## src/rtl/imem_boot_loader.sv

```systemverilog
//------------------------------------------------------------------------------
// imem_boot_loader
//
// Byte-serial boot controller placed between an external 8-bit program port
// and the CPU core. It waits for a start marker, packs the following bytes
// little-endian into 32-bit words and writes them one after another into
// instruction memory. On the end marker it releases the core from reset,
// lets it run for RUN_CYCLES cycles, then freezes it so that results can be
// read out.
//
// Ports:
//   clk_i         system clock, rising edge
//   reset_n       synchronous active-low reset
//   byte_valid_i  byte_i is consumed this cycle
//   byte_i        serial program byte
//   imem_we_o     instruction memory write strobe (one cycle per word)
//   imem_addr_o   word address of the write
//   imem_data_o   assembled instruction word
//   cpu_rst_o     active-high reset to the core
//   cpu_en_o      core clock-enable
//   state_o       IDLE=0, LOAD=1, RUN=2, HALT=3, ERR=4
//   word_count_o  words written in the current load
//   done_o        high in HALT
//   err_o         high in ERR
//------------------------------------------------------------------------------
module imem_boot_loader #(
    parameter int         ADDR_W     = 6,
    parameter int         RUN_CYCLES = 200,
    parameter logic [7:0] START_MK   = 8'hFE,
    parameter logic [7:0] END_MK     = 8'hFF
) (
    input  logic              clk_i,
    input  logic              reset_n,
    input  logic              byte_valid_i,
    input  logic [7:0]        byte_i,
    output logic              imem_we_o,
    output logic [ADDR_W-1:0] imem_addr_o,
    output logic [31:0]       imem_data_o,
    output logic              cpu_rst_o,
    output logic              cpu_en_o,
    output logic [2:0]        state_o,
    output logic [ADDR_W:0]   word_count_o,
    output logic              done_o,
    output logic              err_o
);

    localparam logic [2:0] S_IDLE = 3'd0;
    localparam logic [2:0] S_LOAD = 3'd1;
    localparam logic [2:0] S_RUN  = 3'd2;
    localparam logic [2:0] S_HALT = 3'd3;
    localparam logic [2:0] S_ERR  = 3'd4;

    localparam int CYC_W = (RUN_CYCLES > 1) ? $clog2(RUN_CYCLES) : 1;
    localparam logic [CYC_W-1:0] CYC_LAST = CYC_W'(RUN_CYCLES - 1);
    // Memory depth expressed in word_count width: a full memory means the
    // counter has its top bit set and all lower bits clear.
    localparam logic [ADDR_W:0]  DEPTH    = {1'b1, {ADDR_W{1'b0}}};

    logic [1:0]       bcnt;     // byte position inside the current word
    logic [23:0]      word_lo;  // bytes 0..2 of the word being assembled
    logic [CYC_W-1:0] cyc;      // RUN cycle counter

    // Markers only count at a word boundary, where the byte would be an
    // opcode low byte; elsewhere 0xFE/0xFF are ordinary data.
    logic is_start;
    logic is_end;
    assign is_start = byte_valid_i && (bcnt == 2'd0) && (byte_i == START_MK);
    assign is_end   = byte_valid_i && (bcnt == 2'd0) && (byte_i == END_MK);

    always_ff @(posedge clk_i) begin
        if (!reset_n) begin
            state_o      <= S_IDLE;
            imem_we_o    <= 1'b0;
            imem_addr_o  <= '0;
            imem_data_o  <= '0;
            cpu_rst_o    <= 1'b1;
            cpu_en_o     <= 1'b0;
            word_count_o <= '0;
            done_o       <= 1'b0;
            err_o        <= 1'b0;
            bcnt         <= 2'd0;
            cyc          <= '0;
        end else begin
            // The write strobe is a single-cycle pulse.
            imem_we_o <= 1'b0;
            case (state_o)
                S_IDLE: begin
                    if (is_start) begin
                        state_o      <= S_LOAD;
                        word_count_o <= '0;
                        bcnt         <= 2'd0;
                    end
                end

                S_LOAD: begin
                    if (is_start) begin
                        word_count_o <= '0;
                    end else if (is_end) begin
                        if (word_count_o != '0) begin
                            state_o   <= S_RUN;
                            cpu_rst_o <= 1'b0;
                            cpu_en_o  <= 1'b1;
                            cyc       <= '0;
                        end else begin
                            // Empty program: the core stays in reset.
                            state_o <= S_IDLE;
                        end
                    end else if (byte_valid_i) begin
                        case (bcnt)
                            2'd0: word_lo[7:0]   <= byte_i;
                            2'd1: word_lo[15:8]  <= byte_i;
                            2'd2: word_lo[23:16] <= byte_i;
                            default: begin
                                if (word_count_o == DEPTH) begin
                                    // No room for another word: refuse it.
                                    state_o <= S_ERR;
                                    err_o   <= 1'b1;
                                end else begin
                                    imem_we_o    <= 1'b1;
                                    imem_addr_o  <= word_count_o[ADDR_W-1:0];
                                    imem_data_o  <= {byte_i, word_lo};
                                    word_count_o <= word_count_o + 1'b1;
                                end
                            end
                        endcase
                        bcnt <= bcnt + 2'd1;
                    end
                end

                S_RUN: begin
                    if (cyc == CYC_LAST) begin
                        state_o  <= S_HALT;
                        cpu_en_o <= 1'b0;
                        done_o   <= 1'b1;
                    end else begin
                        cyc <= cyc + 1'b1;
                    end
                end

                S_HALT: begin
                    // Core stays out of reset so its state can be read out.
                    if (is_start) begin
                        state_o      <= S_LOAD;
                        done_o       <= 1'b0;
                        cpu_rst_o    <= 1'b1;
                        word_count_o <= '0;
                        bcnt         <= 2'd0;
                    end
                end

                S_ERR: begin
                    // Sticky until reset_n.
                end

                default: begin
                    state_o   <= S_ERR;
                    err_o     <= 1'b1;
                    cpu_rst_o <= 1'b1;
                    cpu_en_o  <= 1'b0;
                end
            endcase
        end
    end

endmodule

```

## config.mk

```make
export PLATFORM = sky130hd
export DESIGN_NAME = imem_boot_loader
export DESIGN_NICKNAME = d
export VERILOG_FILES = /design/src/rtl/imem_boot_loader.sv
export SDC_FILE = /design/constraint.sdc
export NUM_CORES = 1
export LEC_CHECK = 0
export CAP_MARGIN = 40
export CORE_UTILIZATION = 55
export DETAILED_ROUTE_END_ITERATION = 12
export PLACE_DENSITY = 0.94
export SETUP_SLACK_MARGIN = 0.3
export SYNTH_ARGS = -nofsm -noshare
export SYNTH_HDL_FRONTEND = slang
export SYNTH_SLANG_ARGS = --single-unit
```

## constraint.sdc

```tcl
create_clock -name clk_i -period 5.62 [get_ports clk_i]
set_clock_uncertainty 0.1 [all_clocks]
set_input_delay 0.843 -clock clk_i [delete_from_list [all_inputs] [get_ports clk_i]]
set_output_delay 0.843 -clock clk_i [all_outputs]
set_load 0.005 [all_outputs]
```

Word-level counts from Yosys, hierarchy flattened

Index checks and enable logic that the tools add are counted.

Add/subtract/negate cells: 3
Equality and inequality tests: 28
Muxes and demuxes: 46
Bitwise operators: 11
Reduce and logical (&&, ||, !) cells: 27

Operator list:

| cell                                          | number |
|---|---|
| two-way mux 7 bit                             | 6 |
| AND reduction 6 bit                           | 6 |
| two-way mux 8 bit                             | 4 |
| == test 8 bit, second input constant          | 3 |
| two-way mux 3 bit                             | 7 |
| != test 3 bit, second input constant          | 7 |
| != test 2 bit, second input constant          | 10 |
| AND reduction 5 bit                           | 4 |
| two-way mux 1 bit                             | 16 |
| one-hot mux 8 bit (2 select lines)            | 1 |
| one-hot mux 7 bit (2 select lines)            | 1 |
| one-hot mux 3 bit (4 select lines)            | 1 |
| NOT 1 bit                                     | 11 |
| two-way mux 2 bit                             | 5 |
| OR reduction 3 bit                            | 3 |
| adder 8 x 1 -> 8 bit, second input constant   | 1 |
| OR reduction 8 bit                            | 1 |
| adder 7 x 1 -> 7 bit, second input constant   | 1 |
| == test 7 bit, second input constant          | 1 |
| AND reduction 7 bit                           | 1 |
| nonzero test 7 bit                            | 1 |
| == test 3 x 2 -> 1 bit, second input constant | 2 |
| one-hot mux 1 bit (3 select lines)            | 2 |
| nonzero test 2 bit                            | 3 |
| 14 further kinds                              | 17 |

Register bits: 87
Output and inout bits: 53
Logic and storage cells: 129

Depth between registers and ports, before layout

Word-level depth: 7
Mapped depth: 9
Depth with buffers taken out: 7

Worst setup path before layout

OpenSTA, ideal clock, no wires.

Path kind: input -> register
Start point: input reset_n
End point: register word_lo[10] (enable)
Library setup time: 371 ps
Arrival time: 1883 ps
Path slack: 3266 ps
Stages on the path: 4
Buffers on the path: 2
Cells stage by stage: clkbuf_1 > clkbuf_1 > nand4_1 > nor2_1

Word-level cells in the longest chain between the ends: 1

Ends and longest elaborated chain:

| what                          | RTL line | source |
|---|---|---|
| from (decl)                   | 33       | `input logic reset_n,` |
| AND reduction 6 bit (no line) | --       |  |
| to (signal assigned)          | 111      | `2'd1: word_lo[15:8] <= byte_i;` |
| to (decl)                     | 60       | `logic [23:0] word_lo;` |

Every way passes these cells.
A chain may end at the register's enable or synchronous reset.

Final worst setup path

Start point: input byte_i[3]
End point: register word_count_o[6]

Word-level cells in the longest chain between the ends: 4
Elaborated cells on any way between the ends: 12
Those cells by class: eq/ne (7); mux (2); reduce/logical (3)

Ends and longest elaborated chain:

| what                                                                                       | RTL line | source |
|---|---|---|
| from (decl)                                                                                | 35       | `input logic [7:0] byte_i,` |
| == test 8 bit, on equally long branches                                                    | 67, 68   |  |
| logical AND 1 bit, on equally long branches                                                | 67, 68   |  |
| != test 3 bit (no line) (tied with other cells)                                            | --       |  |
| AND reduction 6 bit (no line) / one-hot mux 7 bit (2 select lines) (equally long branches) | --       |  |
| to (signal assigned)                                                                       | 122      | `word_count_o <= word_count_o + 1'b1;` |
| to (decl)                                                                                  | 42       | `output logic [ADDR_W:0] word_count_o,` |

Several ways; a longest one is shown, not always the timed one.

==> run metrics <==
status=finished with violations; failing checks=DRC; Pwr Density=250 mW/mm²; Avg Cell Area, Syn=9.73 µm²; LEAKAGE=1.51 nW; CTS buffer count=9; syn nets=400; number of fill cells=444; DR iter-0 viols=255; Ant. Diodes=0; area of the multi-input gates=0.00158 mm²; io pins=64; post-synthesis cell count=381; number of global-route vias before repair=2,760; Residual DRC=13; Synth-to-Final Area Change=22.8%; Final ANT Viol Nets=0; Final Hold Fails=0; most common cell after layout, fill and taps aside=nand2_1; Total Routed Length=8480 µm; Worst VDD drop=193 µV; largest net degree at the start of global routing=47; Die Ht=84.1 µm; via/cell ratio=5.85; global-route wire length before repair=13,700 µm; crit path cell chain=clkdlybuf4s50_1, and4_1, nand4_1, nand3_4, or4_1, nand3_1; setup TNS=0 ps; Finished Cell Area=0.00456 mm²; setup violators final=0; Ys Warns=0; Util after Layout=0.709; Max-Cap Viols=0; RSZ-0062 raised after global routing=no; Chip Width=84.1 µm; number of port buffers=63; hpwl dp=5730 µm; routed length per instance=16.4 µm; gr ovfl total=0; proportion of layout cells with a drive suffix above 1=0.0726; # resized after CTS=0; Initial Utilization=0.577; overall routing resource usage=0.248; synth top area cells=dfxtp_1, edfxtp_1, nand2_1; endpoint type of the worst setup path=register; area of the die=0.00708 mm²; initial antenna violation count=0; DRT Pass-1 Iters=9; Post-CTS Hold Buffers=0; gp weighted congestion=0.838; # rows=29; slowest cell delay on critical path=640 ps; Fmax achieved=335 MHz; CTS tree=yes; clock slew seen by the registers of the worst setup and hold paths=90 ps; critical path class=in2reg; Synth Register Bits=87; CP max stage cell=or4_1; worst endpoint data arrival time=3200 ps; fin crit period=2990 ps; startpoint types=input port; max-slew violations=0; nets=455; number of synthesized flops with an enable pin=24; setup bufs post-CTS=0; most frequent cells in the layout=nand2_1, dfxtp_1, clkdlybuf4s50_1, a21boi_0, edfxtp_1; root buffer cell=clkbuf_8; Mapped Area=0.00371 mm²; Synth async-reset ratio=0; max_slew headroom=0.501; Worst-Margin Slew=745 ps; Critical Path RT=5830 ps; Max clock buf depth=2; prevailing post-synth register cell=dfxtp_1; Final Cycle Share=0.532; Yosys cell types=52; Post-DP Area=0.00436 mm²; cell taking the most area after synthesis=dfxtp_1; CP max FO=46; Seq/Total Area, Yosys=0.534; hold crit path type=reg2reg; core area=0.00642 mm²; H-Tree Level Count=3; Clock Latency Late Sink=370 ps; total area of sequential cells=0.00198 mm²; CTS sink cnt=87; total vias in the final route=3,029; Synth top area share=0.340
-- through the flow --
stage	total power, mW	setup WS (ps)	hold slack (ps)	std cells
after floorplan	0.695	3270	345	381
after global placement	0.716	2360	341	501
after detailed placement	0.720	2300	346	502
after CTS	1.14	2680	358	518
after global routing	1.17	2490	384	518
final	1.14	2630	354	518
-- worst max-delay path: cells and delay by family --
family	cells	cell delay, ps
buffers and inverters	1	550
and+or+nand+nor	5	1800
-- sequential cells by signal, summed over array words and instances (netlist names) --
| name | cells |
|---|---|
| word_count_o | 7 |
| cyc | 8 |
| done_o | 1 |
| imem_data_o | 32 |
| imem_we_o | 1 |
| err_o | 1 |
| word_lo | 24 |
| bcnt | 2 |
| state_o | 3 |
| imem_addr_o | 6 |
| cpu_rst_o | 1 |
| cpu_en_o | 1 |
-- cell usage after synthesis (5+ instances only) --
cell type	count
nor2_1	11
buf_2	9
inv_1	12
a21boi_1	18
nand4_1	6
and3_1	5
edfxtp_1	24
dfxtp_1	63
ha_1	8
o21ai_0	14
a21boi_0	24
nand3_1	15
clkbuf_1	10
a21oi_1	7
nand2_1	92
-- power breakdown --
| group | leakage (nW) | switching, mW | total (mW) | internal [mW] |
|---|---|---|---|---|
| sequential | 0.723 | 0.00361 | 0.649 | 0.646 |
| clock | 0.0985 | 0.258 | 0.434 | 0.176 |
| combinational | 0.691 | 0.0325 | 0.0574 | 0.0249 |
| total | 1.51 | 0.294 | 1.14 | 0.846 |
-- path summary, 6_finish.rpt --
kind | start | to | slack, ps | depth (start not counted)
worst max-delay path | byte_i[3] | word_count_o[6] | 2630 | 6
worst min-delay path | imem_addr_o[2] | imem_addr_o[2] | 350 | 2
worst max register to register | bcnt[0] | word_count_o[6] | 2940 | 7
worst min register to register | imem_addr_o[2] | imem_addr_o[2] | 350 | 2
-- cells by family (layout without fill, tap and decap cells) --
family,count (synthesis),after routing,synth area share
simple gates,161,161,0.213
fa+ha+maj,8,8,0.0270
flops,87,87,0.534
buf+inv,33,93,0.0395
mux,3,3,0.00810
compound gates,89,89,0.178
-- area by class of cell --
class,count,share of cell area
clock inverter,7,0.0165
timing repair buffer,65,0.143
sequential,87,0.435
inverter,12,0.00989
tap,77,0.0211
multi-input combinational,261,0.347
clock buffer,9,0.0272
-- metal layers --
metal / track usage / wire length (µm) / vias up
li1: - / - / 1447
met3: 0.0554 / 551 / 26
met5: 0 / 0 / -
met2: 0.382 / 4080 / 134
met1: 0.333 / 3600 / 1422
met4: 0.118 / 245 / 0
Power figures use the tool's default switching activity.
